### src/rtl/bcd_seven_seg_scan.sv
// bcd_seven_seg_scan
//   Time-multiplexed driver for a 3-digit common-anode seven-segment display.
//   Each digit owns a slot of REFRESH_COUNT cycles. The first BLANK_CYCLES of a
//   slot keep all anodes off so the previous digit's segments cannot ghost.
//   New BCD words are staged in a pending register and moved to the display
//   register only when the hundreds slot ends, so a frame never mixes values.
//
// Ports
//   i_Clk         system clock, rising edge
//   i_Reset       asynchronous active-high reset
//   i_BCD[11:0]   {hundreds, tens, units} BCD nibbles
//   i_Valid       one-cycle strobe, i_BCD sampled when high
//   o_Anode[2:0]  active-low digit enables (bit0 units .. bit2 hundreds)
//   o_Seg[6:0]    active-low segments {g,f,e,d,c,b,a}
//   o_Frame_Tick  one-cycle pulse after the hundreds slot ends
//
// Build option
//   LEADING_ZERO_BLANK_EN : blank a zero hundreds digit, and a zero tens digit
//   when hundreds is also zero. The anode is still driven for a blanked slot.

module bcd_seven_seg_scan #(
  parameter int REFRESH_COUNT = 100000,
  parameter int BLANK_CYCLES  = 1000
) (
  input  logic        i_Clk,
  input  logic        i_Reset,
  input  logic [11:0] i_BCD,
  input  logic        i_Valid,
  output logic [2:0]  o_Anode,
  output logic [6:0]  o_Seg,
  output logic        o_Frame_Tick
);

  localparam int            CW        = (REFRESH_COUNT > 1) ? $clog2(REFRESH_COUNT) : 1;
  localparam logic [CW-1:0] LAST      = CW'(REFRESH_COUNT - 1);
  localparam logic [CW-1:0] BLANK_END = CW'(BLANK_CYCLES);
  localparam logic [6:0]    SEG_OFF   = 7'b1111111;
  localparam logic [6:0]    SEG_DASH  = 7'b0111111;

  typedef enum logic {S_BLANK, S_DRIVE} state_t;

  state_t        state, state_nxt;
  logic [CW-1:0] cnt, cnt_nxt;
  logic [1:0]    idx, idx_nxt;
  logic          slot_end, frame_end;

  logic [11:0]   pend, disp;
  logic          pend_flag;

  logic [3:0]    nib;
  logic          lz_blank;
  logic [2:0]    anode_d;
  logic [6:0]    seg_d;

  function automatic logic [6:0] decode(input logic [3:0] n);
    case (n)
      4'd0:    decode = 7'b1000000;
      4'd1:    decode = 7'b1111001;
      4'd2:    decode = 7'b0100100;
      4'd3:    decode = 7'b0110000;
      4'd4:    decode = 7'b0011001;
      4'd5:    decode = 7'b0010010;
      4'd6:    decode = 7'b0000010;
      4'd7:    decode = 7'b1111000;
      4'd8:    decode = 7'b0000000;
      4'd9:    decode = 7'b0010000;
      default: decode = SEG_DASH;
    endcase
  endfunction

  // Scan sequencing plus the output decode for the slot position currently
  // held in cnt/idx/state; the result is registered below.
  always_comb begin
    slot_end  = (cnt == LAST);
    frame_end = slot_end && (idx == 2'd2);
    cnt_nxt   = slot_end ? '0 : cnt + CW'(1);
    idx_nxt   = idx;
    if (slot_end) idx_nxt = frame_end ? 2'd0 : idx + 2'd1;
    // State tracks the counter value it will sit beside after the edge.
    state_nxt = (cnt_nxt < BLANK_END) ? S_BLANK : S_DRIVE;

    case (idx)
      2'd1:    nib = disp[7:4];
      2'd2:    nib = disp[11:8];
      default: nib = disp[3:0];
    endcase

    lz_blank = 1'b0;
`ifdef LEADING_ZERO_BLANK_EN
    // Only true zeros are suppressed, so invalid nibbles still show a dash.
    lz_blank = ((idx == 2'd2) && (disp[11:8] == 4'd0)) ||
               ((idx == 2'd1) && (disp[11:4] == 8'd0));
`endif

    anode_d = 3'b111;
    seg_d   = SEG_OFF;
    if (state == S_DRIVE) begin
      anode_d = ~(3'b001 << idx);
      seg_d   = lz_blank ? SEG_OFF : decode(nib);
    end
  end

  always_ff @(posedge i_Clk or posedge i_Reset) begin
    if (i_Reset) begin
      state <= S_BLANK;
      cnt   <= '0;
      idx   <= 2'd0;
    end else begin
      state <= state_nxt;
      cnt   <= cnt_nxt;
      idx   <= idx_nxt;
    end
  end

  // A strobe landing on the frame edge refills pending and keeps the flag set,
  // while the older pending value moves to the display.
  always_ff @(posedge i_Clk or posedge i_Reset) begin
    if (i_Reset) begin
      pend      <= 12'h000;
      disp      <= 12'h000;
      pend_flag <= 1'b0;
    end else begin
      if (frame_end && pend_flag) disp <= pend;
      if (i_Valid) begin
        pend      <= i_BCD;
        pend_flag <= 1'b1;
      end else if (frame_end) begin
        pend_flag <= 1'b0;
      end
    end
  end

  always_ff @(posedge i_Clk or posedge i_Reset) begin
    if (i_Reset) begin
      o_Anode      <= 3'b111;
      o_Seg        <= SEG_OFF;
      o_Frame_Tick <= 1'b0;
    end else begin
      o_Anode      <= anode_d;
      o_Seg        <= seg_d;
      o_Frame_Tick <= frame_end;
    end
  end

endmodule

### config.mk
export PLATFORM = sky130hd
export DESIGN_NAME = bcd_seven_seg_scan
export DESIGN_NICKNAME = d
export VERILOG_FILES = /design/src/rtl/bcd_seven_seg_scan.sv
export SDC_FILE = /design/constraint.sdc
export NUM_CORES = 1
export LEC_CHECK = 0
export BUFFER_PORTS_ARGS = -buffer_cell sky130_fd_sc_hd__buf_4
export CORE_MARGIN = 3
export CORE_UTILIZATION = 45
export CTS_BUF_LIST = sky130_fd_sc_hd__clkbuf_8 sky130_fd_sc_hd__clkbuf_16
export DETAILED_ROUTE_END_ITERATION = 16
export SLEW_MARGIN = 20
export SYNTH_ARGS = -nofsm -noshare
export SYNTH_HDL_FRONTEND = slang
export SYNTH_SLANG_ARGS = --single-unit
export TNS_END_PERCENT = 50
### constraint.sdc
create_clock -name i_Clk -period 5.9 [get_ports i_Clk]
set_input_delay 0.59 -clock i_Clk [delete_from_list [all_inputs] [get_ports i_Clk]]
set_output_delay 0.59 -clock i_Clk [all_outputs]
set_load 0.05 [all_outputs]
==> flow_metrics.tcl, run 1 <==
set metrics [dict create \
    drcViolationCount 0 \
    io_buffers 25 \
    grt_pass1_vias 1689 \
    setup_violations 0 \
    cts_hold_buf 0 \
    max-slew-margin-rel 0.5463 \
    die_y_microns 83.95 \
    ys.flop_type "dfrtp_1" \
    cp-end-kind "flip-flop" \
    initial_core_util 0.4817 \
    num_antenna_cells 0 \
    ctsRootBufferMaster "clkbuf_8" \
    cts.repair_timing.setup_buffer_count 0 \
    clock.fmax_ghz 0.3958 \
    syn_inst 238 \
    syn_nets 262 \
    fin_util 0.5379 \
    first_iter_violations 173 \
    synth_edf_count 0 \
    crit_end "disp[1]$_DFFE_PP0P_" \
    outcome "completed" \
    final_cells 334 \
    die-area_sq_mm 0.007047 \
    crit_path_start "cnt[5]$_DFF_PP0_" \
    grt_max_degree 57 \
    synth_area_sq_mm 0.002734 \
    startpoint_type "flip-flop" \
    ios 26 \
    rsz0062_at_grt "no" \
    num_rows 27 \
    synth.most_common_cell "dfrtp_1" \
    cts_max_level 2 \
    clock_skew_ns 0.006186 \
    synth_area_leaders "dfrtp_1, dfstp_2, mux2_2" \
    wl_per_cell_microns 14.22 \
    setup-tns-final_ns 0 \
    p_leak_nw 1.381 \
    ys_ff_latch 56 \
    syn_area_per_cell_sq_um 11.49 \
    r2r_start "cnt[5]$_DFF_PP0_" \
    cts_tree "done" \
    required_ns 6.10 \
    synth_warnings 0 \
    cts_buffer_depth 2 \
    antenna_found_initial 0 \
    clock-sinks 56 \
    p_total_mw 0.6348 \
    vias 1758 \
    p_per_area_mw_per_mm2 207.9 \
    grt_overflow 0 \
    clkLatencyLatePin_ns 0.31 \
    max-cap-violations 0 \
    worstMarginPinSlew_ns 0.6805 \
    numCtsBuffers 5 \
    synth_top_area_cell "dfrtp_1" \
    drv_slew 0 \
    period_needed_ns 2.527 \
    cp_data_arrival_time_ns 2.72 \
    min_period_over_period 0.4283 \
    dp.cells 326 \
    gp_congestion 0.8579 \
    drive_gt1_frac 0.2786 \
    path_max_fanout 12 \
    place.detailed.hpwl_microns 3441 \
    r2r_slack_ns 3.37 \
    track_usage 0.1410 \
    synth.lib_cells_used.distinct 43 \
    synth_common_cells "dfrtp_1, nand2_1, nor2_1, mux2_2, o21ai_0" \
    r2r_cells 5 \
    num-nets-final 285 \
    finalInstanceArea_sq_mm 0.003053 \
    clk_pin_slew_ns 0.10 \
    ys_seq_area_frac 0.5172 \
    wl_microns 4749 \
    core_sq_mm 0.005675 \
    dpl_cell_area_sq_mm 0.002963 \
    fillerInstances 530 \
    cts_resized 0 \
    vdd.ir_drop.worst_v 0.0001074 \
    path_class "flip-flop to flip-flop" \
    die_w_microns 83.95 \
    area_growth_pct 11.67 \
    hp-class "input port to asynchronous set/reset pin" \
    timing.rr.end "disp[1]$_DFFE_PP0P_" \
    dr.pass1.iters 5 \
    synthArstFlopShare 1.000 \
    hold_viol 0 \
    grt_pass1_wl_microns 8093 \
    final_antenna_net_count 0 \
    avgViaCountPerCell 5.263 \
    yosysTopAreaCellShare 0.4211 \
]
[worst min path at each step]
| stage | to | start |
|---|---|---|
| after floorplan | o_Anode[1]$_DFF_PP1_ | state$_DFF_PP0_ |
| after global placement | o_Anode[0]$_DFF_PP1_ | state$_DFF_PP0_ |
| after detailed placement | o_Anode[0]$_DFF_PP1_ | state$_DFF_PP0_ |
| after CTS | pend[7]$_DFFE_PP0P_ | i_Reset |
| after global routing | pend[7]$_DFFE_PP0P_ | i_BCD[7] |
| final | o_Frame_Tick$_DFF_PP0_ | i_Reset |
[critical path: stages, from the launching register on]
cell     delay (ns)
dfrtp_1        0.49
or4_1          0.53
or3_4          0.42
nor3_4         0.34
nand3_4        0.28
mux2_4         0.37
[cell families after synthesis]
group | Yosys count | synth area share
AOI/OAI and AO/OA | 39 | 0.09016
xor gates and xnor gates | 14 | 0.04485
adders and majority gates | 9 | 0.04119
buffers and inverters | 19 | 0.03295
DFF | 56 | 0.5172
muxes | 29 | 0.1309
and+or+nand+nor | 72 | 0.1428
[flip-flops by register name, summed over array words and instances (netlist names)]
name	count
o_Seg	7
o_Anode	3
idx	2
o_Frame_Tick	1
cnt	17
state	1
pend	12
pend_flag	1
disp	12
[metrics by stage]
stage | setup slack [ns] | hold WS [ns]
after floorplan | 3.543 | 0.4417
after global routing | 3.216 | 0.4856
after detailed placement | 3.359 | 0.4895
after global placement | 3.418 | 0.4885
final | 3.373 | 0.4660
after CTS | 3.351 | 0.4920
[routing by layer]
metal / vias to the layer above / global-route usage / routed length, microns
li1: 887 / - / -
met1: 829 / 0.2065 / 2438
met2: 38 / 0.2068 / 2046
met3: 4 / 0.03850 / 222
met4: 0 / 0.03509 / 42
met5: - / 0 / 0
[layout make-up]
type	count	area (sq um)	share of cell area
tap	72	90.09	0.02951
timing repair buffer	26	195.2	0.06393
sequential	56	1414	0.4631
inverter	9	33.78	0.01107
multi-input combinational	163	1230	0.4029
clock inverter	3	21.27	0.006967
clock buffer	5	68.82	0.02254
[power by group]
| group | total (mW) | leakage, nW | internal (mW) | switching [mW] |
|---|---|---|---|---|
| Combinational | 0.0251 | 0.635 | 0.0139 | 0.0113 |
| Clock | 0.213 | 0.0445 | 0.0846 | 0.128 |
| Sequential | 0.397 | 0.701 | 0.392 | 0.00450 |
| Total | 0.635 | 1.38 | 0.491 | 0.144 |
[cell usage in the layout, fill, tap and decap left out, types with 2 or more instances in the layout]
cell type  instances
mux2i_1            5
or3_1              4
o21ai_0           11
o211ai_1           4
xor2_1             7
nor3_1             3
ha_1               9
inv_1              8
dfstp_2           10
nand3_1            8
a21oi_1           10
buf_4             26
and3_1             3
clkbuf_8           5
nand4_1            5
mux2_4            10
o21a_1             2
and2_1             2
dfrtp_1           46
and4_1             3
nor2_1            16
mux2_2            14
nand2_1           19
xnor2_1            7
a21o_1             2
a22oi_1            4
No activity file was read; power rests on OpenSTA's default activity.
==> run 2: changes to the inputs <==
Clock period 5.9 ns to 2.5 ns, I/O delays scaled along.
==> flow_metrics.tcl, run 2 (same netlist as run 1, synthesis figures left out) <==
set metrics [dict create \
    outcome "completed" \
    vdd.ir_drop.worst_v 0.0003174 \
    cp_data_arrival_time_ns 2.46 \
    timing.rr.end "state$_DFF_PP0_" \
    hp-class "input port to flip-flop" \
    max-cap-violations 0 \
    final_cells 343 \
    cts_buffer_depth 2 \
    dr.pass1.iters 4 \
    antenna_found_initial 0 \
    path_cells "or4_1 > or3_4 > or3_1 > a41oi_1 > nand4b_1" \
    num-nets-final 294 \
    grt_overflow 0 \
    cts.repair_timing.setup_buffer_count 0 \
    clkLatencyLatePin_ns 0.31 \
    vias 1826 \
    setup_violations 0 \
    slowest_stage "or4_1" \
    gp_congestion 0.9274 \
    grt_max_degree 33 \
    largest_register_ffs 17 \
    drive_gt1_frac 0.2989 \
    multi_input_comb_area_sq_mm 0.001230 \
    regArea_sq_mm 0.001414 \
    cts_resized 0 \
    p_per_area_mw_per_mm2 482.7 \
    die-area_sq_mm 0.007047 \
    worst-path-buf-inv 0 \
    avgViaCountPerCell 5.324 \
    grt_pass1_wl_microns 8894 \
    min_period_over_period 0.9085 \
    num_antenna_cells 0 \
    drv_slew 0 \
    worstHoldStart "i_BCD[0]" \
    initial_core_util 0.4817 \
    top_regs "cnt: 17 flops, disp: 12 flops, pend: 12 flops" \
    clk_pin_slew_ns 0.11 \
    cts_tree "done" \
    ios 26 \
    wl_microns 5043 \
    clock_skew_ns 0.008620 \
    die_y_microns 83.95 \
    setup-tns-final_ns 0 \
    grt_pass1_vias 1802 \
    place.detailed.hpwl_microns 3728 \
    fin_util 0.5531 \
    numCtsBuffers 5 \
    cp-end-kind "flip-flop" \
    worstMarginPinSlew_ns 0.5469 \
    hold_viol 0 \
    core_sq_mm 0.005675 \
    final_common_cell "dfrtp_1" \
    p_leak_nw 1.431 \
    io_buffers 25 \
    period_needed_ns 2.271 \
    clock-sinks 56 \
    max-slew-margin-rel 0.6349 \
    required_ns 2.69 \
    final_cell_mix "dfrtp_1, buf_4, nand2_1" \
    crit_path_start "cnt[14]$_DFF_PP0_" \
    top_register "cnt" \
    path_max_fanout 9 \
    cpPeakStageDelay_ns 0.49 \
    die_w_microns 83.95 \
    clock.fmax_ghz 0.4403 \
    r2r_start "cnt[14]$_DFF_PP0_" \
    rsz0062_at_grt "no" \
    final_antenna_net_count 0 \
    wl_per_cell_microns 14.70 \
    path_class "flip-flop to flip-flop" \
    whs_path_depth 2 \
    holdPathEnd "pend[0]$_DFFE_PP0P_" \
    cts_max_level 2 \
    cts_hold_buf 1 \
    ctsRootBufferMaster "clkbuf_8" \
    drcViolationCount 0 \
    pre_cts_ws_ns 0.2361 \
    r2r_slack_ns 0.23 \
    cp_top_family "simple AND/OR/NAND/NOR gates" \
    area_growth_pct 14.83 \
    r2r_cells 5 \
    dp.cells 334 \
    startpoint_type "flip-flop" \
    track_usage 0.1571 \
    first_iter_violations 103 \
    fillerInstances 530 \
    num_rows 27 \
    fin_ws_ns 0.2288 \
]
-- run 2: cell count changes in the layout (fill, tap and decap cells not counted) --
cell,before,now
buf_12,0,1
dlygate4sd3_1,0,1
buf_4,26,33
inv_6,1,2
clkinv_2,1,0
-- run 2: how the worst max path moves through the flow --
| stage | endpoint | slack [ns] | cells past startpoint |
|---|---|---|---|
| after global routing | state$_DFF_PP0_ | 0.15 | 5 |
| after global placement | disp[0]$_DFFE_PP0P_ | 0.29 | 5 |
| final | state$_DFF_PP0_ | 0.23 | 5 |
| after floorplan | disp[0]$_DFFE_PP0P_ | 0.14 | 7 |
| after detailed placement | state$_DFF_PP0_ | 0.24 | 5 |
| after CTS | state$_DFF_PP0_ | 0.23 | 5 |
-- run 2: layer usage --
metal	track usage	vias to the layer above	routed length [microns]
met1	0.2350	874	2522
met4	0.04825	0	63
met3	0.03554	7	263
met2	0.2256	42	2194
li1	-	903	-
met5	0	-	0
-- run 2: layout make-up --
type,instances,area share
Timing Repair Buffer,35,0.08848
Sequential cell,56,0.4504
Inverter,9,0.01076
Clock inverter,3,0.007971
Clock buffer,5,0.02192
Tap cell,72,0.02870
Multi-Input combinational cell,163,0.3918
-- run 2: through the flow --
step / hold slack (ns) / total power [mW] / area [sq um]
detailed placement: 0.3456 / 1.019 / 3035
floorplan: 0.4016 / 0.9858 / 2734
global route: 0.1386 / 1.594 / 3139
global placement: 0.3326 / 1.017 / 3035
CTS: 0.1462 / 1.542 / 3139
finish: 0.1557 / 1.515 / 3139
-- run 2: power breakdown --
group	switching (mW)	internal, mW	leakage [nW]
Sequential	0.0106	0.926	0.701
Combinational	0.0277	0.0358	0.685
Clock	0.311	0.205	0.0452
Total	0.349	1.17	1.43
